### config.mk
export PLATFORM = sky130hd
export DESIGN_NAME = serial_bit_feeder
export DESIGN_NICKNAME = d
export VERILOG_FILES = /design/src/rtl/serial_bit_feeder.sv
export SDC_FILE = /design/constraint.sdc
export NUM_CORES = 1
export LEC_CHECK = 0
export CORE_ASPECT_RATIO = 1.75
export CORE_UTILIZATION = 45
export CTS_CLUSTER_SIZE = 24
export DETAILED_ROUTE_END_ITERATION = 10
export GPL_TIMING_DRIVEN = 1
export HOLD_SLACK_MARGIN = 0.08
export PLACE_DENSITY = 0.75
export SYNTH_ARGS = -nofsm -noshare
export SYNTH_HDL_FRONTEND = slang
export SYNTH_SLANG_ARGS = --single-unit
### constraint.sdc
create_clock -name clk -period 6.35 [get_ports clk]
set_clock_uncertainty 0.15 [all_clocks]
set_input_delay 0.9525 -clock clk [delete_from_list [all_inputs] [get_ports clk]]
set_output_delay 0.9525 -clock clk [all_outputs]
set_load 0.1 [all_outputs]
### src/rtl/serial_bit_feeder.sv
// Parallel-to-serial feeder for the 1011 detector: a small word FIFO behind a
// valid/ready port, drained by a bit_en-paced shifter that emits gap-free bits.
module serial_bit_feeder #(
    parameter int DATA_W    = 8,
    parameter int DEPTH     = 4,
    parameter bit MSB_FIRST = 1'b1,
    parameter bit IDLE_BIT  = 1'b0
) (
    input  logic                       clk,
    input  logic                       reset,
    input  logic [DATA_W-1:0]          in_data,
    input  logic                       in_valid,
    output logic                       in_ready,
    input  logic                       bit_en,
    output logic                       outbits,
    output logic                       out_valid,
    output logic [$clog2(DEPTH+1)-1:0] fifo_count,
    output logic                       busy
);

    localparam int CNT_W = $clog2(DEPTH + 1);
    localparam int PTR_W = $clog2(DEPTH);
    localparam int BL_W  = (DATA_W > 1) ? $clog2(DATA_W) : 1;
    localparam logic [CNT_W-1:0] FULL_CNT = CNT_W'(DEPTH);
    localparam logic [BL_W-1:0]  LAST_IDX = BL_W'(DATA_W - 1);

    typedef enum logic {IDLE, SHIFT} state_t;

    state_t             state, state_n;
    logic [DATA_W-1:0]  mem [DEPTH];
    logic [PTR_W-1:0]   wr_ptr, rd_ptr;
    logic [DATA_W-1:0]  shreg, shreg_n;
    logic [BL_W-1:0]    bits_left, bits_left_n;
    logic               outbits_n, out_valid_n;
    logic               push, pop;
    logic [DATA_W-1:0]  head;

    function automatic logic first_bit(input logic [DATA_W-1:0] w);
        return MSB_FIRST ? w[DATA_W-1] : w[0];
    endfunction

    function automatic logic [DATA_W-1:0] advance(input logic [DATA_W-1:0] w);
        return MSB_FIRST ? (w << 1) : (w >> 1);
    endfunction

    // Ready comes from the registered count only, so a same-cycle pop never frees a slot early.
    assign in_ready = !reset && (fifo_count < FULL_CNT);
    assign push     = in_valid && in_ready;
    assign head     = mem[rd_ptr];
    assign busy     = (state == SHIFT) || (fifo_count != '0);

    always_comb begin
        // NOTE: every output of this block gets a hold default first; without it a path that skips an assignment infers a latch.
        state_n     = state;
        shreg_n     = shreg;
        bits_left_n = bits_left;
        outbits_n   = outbits;
        out_valid_n = out_valid;
        pop         = 1'b0;
        if (bit_en) begin
            if (state == SHIFT && bits_left != '0) begin
                outbits_n   = first_bit(shreg);
                shreg_n     = advance(shreg);
                bits_left_n = bits_left - BL_W'(1);
            end else if (fifo_count != '0) begin
                pop         = 1'b1;
                outbits_n   = first_bit(head);
                shreg_n     = advance(head);
                bits_left_n = LAST_IDX;
                out_valid_n = 1'b1;
                state_n     = SHIFT;
            end else begin
                outbits_n   = IDLE_BIT;
                out_valid_n = 1'b0;
                state_n     = IDLE;
            end
        end
    end

    // NOTE: sequential state uses non-blocking assignments so every register samples pre-edge values.
    always_ff @(posedge clk) begin
        if (reset) begin
            state     <= IDLE;
            shreg     <= '0;
            bits_left <= '0;
            outbits   <= IDLE_BIT;
            out_valid <= 1'b0;
        end else begin
            state     <= state_n;
            shreg     <= shreg_n;
            bits_left <= bits_left_n;
            outbits   <= outbits_n;
            out_valid <= out_valid_n;
        end
    end

    always_ff @(posedge clk) begin
        if (reset) begin
            wr_ptr     <= '0;
            rd_ptr     <= '0;
            fifo_count <= '0;
        end else begin
            if (push) wr_ptr <= wr_ptr + PTR_W'(1);
            if (pop)  rd_ptr <= rd_ptr + PTR_W'(1);
            if (push && !pop)      fifo_count <= fifo_count + CNT_W'(1);
            else if (pop && !push) fifo_count <= fifo_count - CNT_W'(1);
        end
    end

    // NOTE: the storage array is not reset; an entry is only read after the count says it was written.
    always_ff @(posedge clk) begin
        if (push) mem[wr_ptr] <= in_data;
    end

endmodule

## Word-level counts from Yosys, hierarchy flattened

Memory sizes are Yosys's and may differ from the RTL's. A register that Yosys moved wholly into a read port is not among the register bits.
Cells that the tools add are included.
Widths: inputs -> output; s select.

| storage, ports and cells | value |
|---|---|
| memory bits (writable) | 32 |
| memories kept | 1 |
| output and inout port bits | 7 |
| logic and storage cells | 45 |
| bits in registers | 20 |
| input bits | 12 |

| operators by class | value |
|---|---|
| reduce and logical (&&, ||, !) cells | 15 |
| bitwise logic cells | 1 |
| add/sub/neg operators | 5 |
| $lt $le $gt $ge | 1 |
| multiplexer cells | 15 |

Memories:

| memory | depth | width | read ports | clocked after memory_dff | write ports | RTL line | RTL |
|---|---|---|---|---|---|---|---|
| mem | 4 | 8 | 1 | 1 | 1 | 30 | `logic [DATA_W-1:0] mem [DEPTH];` |

Operators by type and width:

| operator | count |
|---|---|
| $mux 8 | 2 |
| $mux 3 | 4 |
| $mux 1 | 7 |
| $reduce_bool 3->1 | 2 |
| $sub 3x1->3 const B | 2 |
| $logic_and 1x1->1 | 5 |
| $add 2x1->2 const B | 2 |
| $mux 2 | 2 |
| $reduce_and 2->1 | 2 |
| $reduce_bool 2->1 | 2 |
| $add 3x1->3 const B | 1 |
| $logic_not 1->1 | 3 |
| $lt 3x3->1 const B | 1 |
| $logic_or 1x1->1 | 1 |
| $not 1->1 | 1 |

## Logic depth before layout (Yosys ltp)

| logic depth | value |
|---|---|
| depth in word-level cells | 7 |
| mapped depth | 12 |
| depth with buffers taken out | 11 |

## Least setup slack after synthesis

No wires, ideal clock.

| timing path | value |
|---|---|
| path kind | input port to output port |
| start | input port reset |
| end | output port in_ready |
| path buffers | 2 |
| path slack | 2.685 ns |
| data required time | 5.247 ns |
| arrival time | 2.562 ns |
| cell stages on the path | 3 |
| cells stage by stage | clkbuf_1 -> clkbuf_1 -> nor2_1 |

| on the way | value |
|---|---|
| word-level cells in the longest chain between the ends | 2 |

RTL lines:

| element | RTL line | RTL |
|---|---|---|
| start: declaration | 10 | `input logic reset,` |
| $logic_not 1->1 | 47 | `assign in_ready = !reset && (fifo_count < FULL_CNT);` |
| $logic_and 1x1->1 | 47 |  |
| end: declaration | 13 | `output logic in_ready,` |

Every way passes these cells.

## Worst setup path in the final report

Same ends and word-level chain as after synthesis.

==> out/qor.yml <==
powerDensity_nw_per_um2: 411
num_vias: 1396
h-tree-depth: 2
final_core_util_pct: 52.7
regToRegStartpoint: "bits_left[0]"
ant_nets: 0
wire_per_inst_um: 15.5
period_needed_ns: 3.92
synthToLayoutAreaGrowth_pct: 11.6
worstHoldEndpoint: "bits_left[0]"
worst_pin_slew_ns: 0.968
place_congestion: 0.737
p_leak_nw: 0.914
clkSlewWorstSetupHoldPaths_ns: 0.10
power.total_w: 0.00109
r2r_slack_ns: 3.35
clockRootBuffer: "clkbuf_8"
hold_path_depth: 1
status: "finished with violations"
rsz0062_at_grt: "no"
ys.flop_type: "edfxtp_1"
r2r_cells: 11
multiInputGateArea_um2: 861
ys_async_sr_fraction_pct: 0
die_h_um: 98.0
antenna_found_initial: 0
cp_data_required_time_ns: 5.25
cts.path.max_buffers: 2
synth.distinct_cells: 36
fill_cells: 450
coreArea_um2: 5020
cts_resized: 0
peakVddDrop_mv: 0.187
dp_hpwl_um: 2660
grt_overflow: 0
grt_max_degree: 25
finalSetupTns_ns: 0
start_util_pct: 47.2
syn_avg_cell_area_um2: 12.9
regArea_um2: 1380
via_per_inst: 5.50
ys_ff_latch: 53
crit_fanout: 24
syn_area_um2: 2370
crit_path_end_kind: "output pin"
worstHoldPathType: "flip-flop to flip-flop"
yosys_warnings: 0
worstSetupPathType: "input port to output pin"
first_global_vias: 1373
max_freq_ghz: 0.255
dr.pass1.iters: 7
worst_setup_path_start_kind: "input port"
diodes: 0
port_buffers: 18
cts_setup_buffers: 0
nets: 219
cts-buffers-inserted: 5
ctsHoldBuffers: 0
period_share_pct: 61.7
totalWireLength_um: 3950
maxCapViolations: 0
cts_sinks: 53
setup_violations: 0
fp-row-count: 34
crit_arrival_ns: 2.82
drv_slew: 0
finalHoldViolCount: 0
violations: "DRC"
final_layout_size_suffix_gt1_share_pct: 11.5
synth_enable_flop_cells: 32
syn_inst: 184
clk_latency_ns: 0.31
cts_tree: "yes"
r2r-end: "fifo_count[2]"
die_area_um2: 5570
hp-start: "bits_left[0]"
slew_headroom_pct: 35.2
io_pins: 19
grt_usage_pct: 15.6
drc: 6
syn_nets: 204
drt_iter0_drc: 59
grt_first_pass_wirelength_um: 6600
yosysSeqAreaShare_pct: 58.3
die_w_um: 56.8
stage by stage:
step                setup slack (ns)  std cells  hold slack (ns)  area (um^2)
detailed placement              2.44        246            0.297         2550
CTS                             2.43        254            0.311         2640
floorplan                       2.69        184            0.273         2370
global placement                2.43        246            0.287         2550
finish                          2.43        254            0.311         2640
global route                    2.39        254            0.317         2640
Yosys cell counts (3+ instances only):
library cell	instances	area share [%]
o31a_1	6	2.2
dfxtp_1	21	18
nand3b_1	6	1.9
a21oi_1	7	1.5
mux2_2	3	1.4
nand2_1	4	0.63
inv_1	14	2.2
edfxtp_1	32	41
nor2_1	11	1.7
o31ai_1	10	3.2
mux2_4	3	1.9
and3_1	6	1.6
buf_6	4	1.9
and2_1	4	1.1
mux2i_1	7	3.0
ha_1	7	3.7
a311oi_1	7	2.6
clkbuf_1	5	0.79
metal layers:
layer	vias to the layer above	global-route usage [%]	wire length (um)
met2	20	27.3	2030
met4	0	6.75	80
met1	656	18.5	1750
met3	5	2.52	87
met5	-	0	0
li1	715	-	-
kinds of logic after synthesis:
| family | Yosys count | synth area share (%) |
|---|---|---|
| compound gates | 37 | 11.8 |
| xor+xnor | 3 | 1.11 |
| fa+ha+maj | 8 | 4.54 |
| buf+inv | 25 | 5.34 |
| flops | 53 | 58.3 |
| mux | 15 | 8.19 |
| simple gates | 43 | 10.7 |
sequential cells by signal, summed over array words and instances, names as in the netlist, named ones only:
register / count
mem: 32
shreg: 7
bits_left: 3
fifo_count: 3
rd_ptr: 2
wr_ptr: 2
outbits: 1
state: 1
worst max-delay path, cell delays in order:
cell	delay, ns
clkdlybuf4s50_1	0.40
buf_4	0.22
nor2_1	0.10
clkdlybuf4s50_1	1.14
worst max path at each step:
stage	slack, ns	start	endpoint
finish	2.43	reset	in_ready
global route	2.39	reset	in_ready
CTS	2.43	reset	in_ready
detailed placement	2.44	reset	in_ready
global placement	2.43	reset	in_ready
floorplan	2.69	reset	in_ready
report_power, final:
group,internal [W],switching (W)
clock,0.0000805,0.000116
sequential,0.000415,0.0000565
combinational,0.000157,0.000263
total,0.000652,0.000436
cell type report:
type | instances | share of cell area [%]
tap | 54 | 2.56
clock buffer | 5 | 2.60
timing repair buffer | 19 | 7.10
multi-input combinational | 106 | 32.6
clock inverter | 3 | 0.947
inverter | 14 | 1.99
sequential | 53 | 52.2
cells in the final DEF (no fill, tap or decap), types with 2 or more instances in the layout:
cell / count
clkbuf_8: 5
dfxtp_1: 21
clkdlybuf4s50_1: 18
and3_1: 6
o31a_1: 6
or3_1: 2
mux2_4: 3
inv_1: 14
nand3b_1: 6
o31ai_1: 10
edfxtp_1: 32
a311oi_1: 7
inv_6: 2
o21ai_0: 2
and2_1: 4
xor2_1: 2
ha_1: 7
nor2_1: 11
nand2_1: 4
mux2i_1: 7
mux4_2: 2
mux2_2: 3
a21oi_1: 7
a31o_2: 2
nor3_1: 2
nand2b_1: 2
nand3_1: 2
Note: power is estimated with default switching activity, not from simulation.
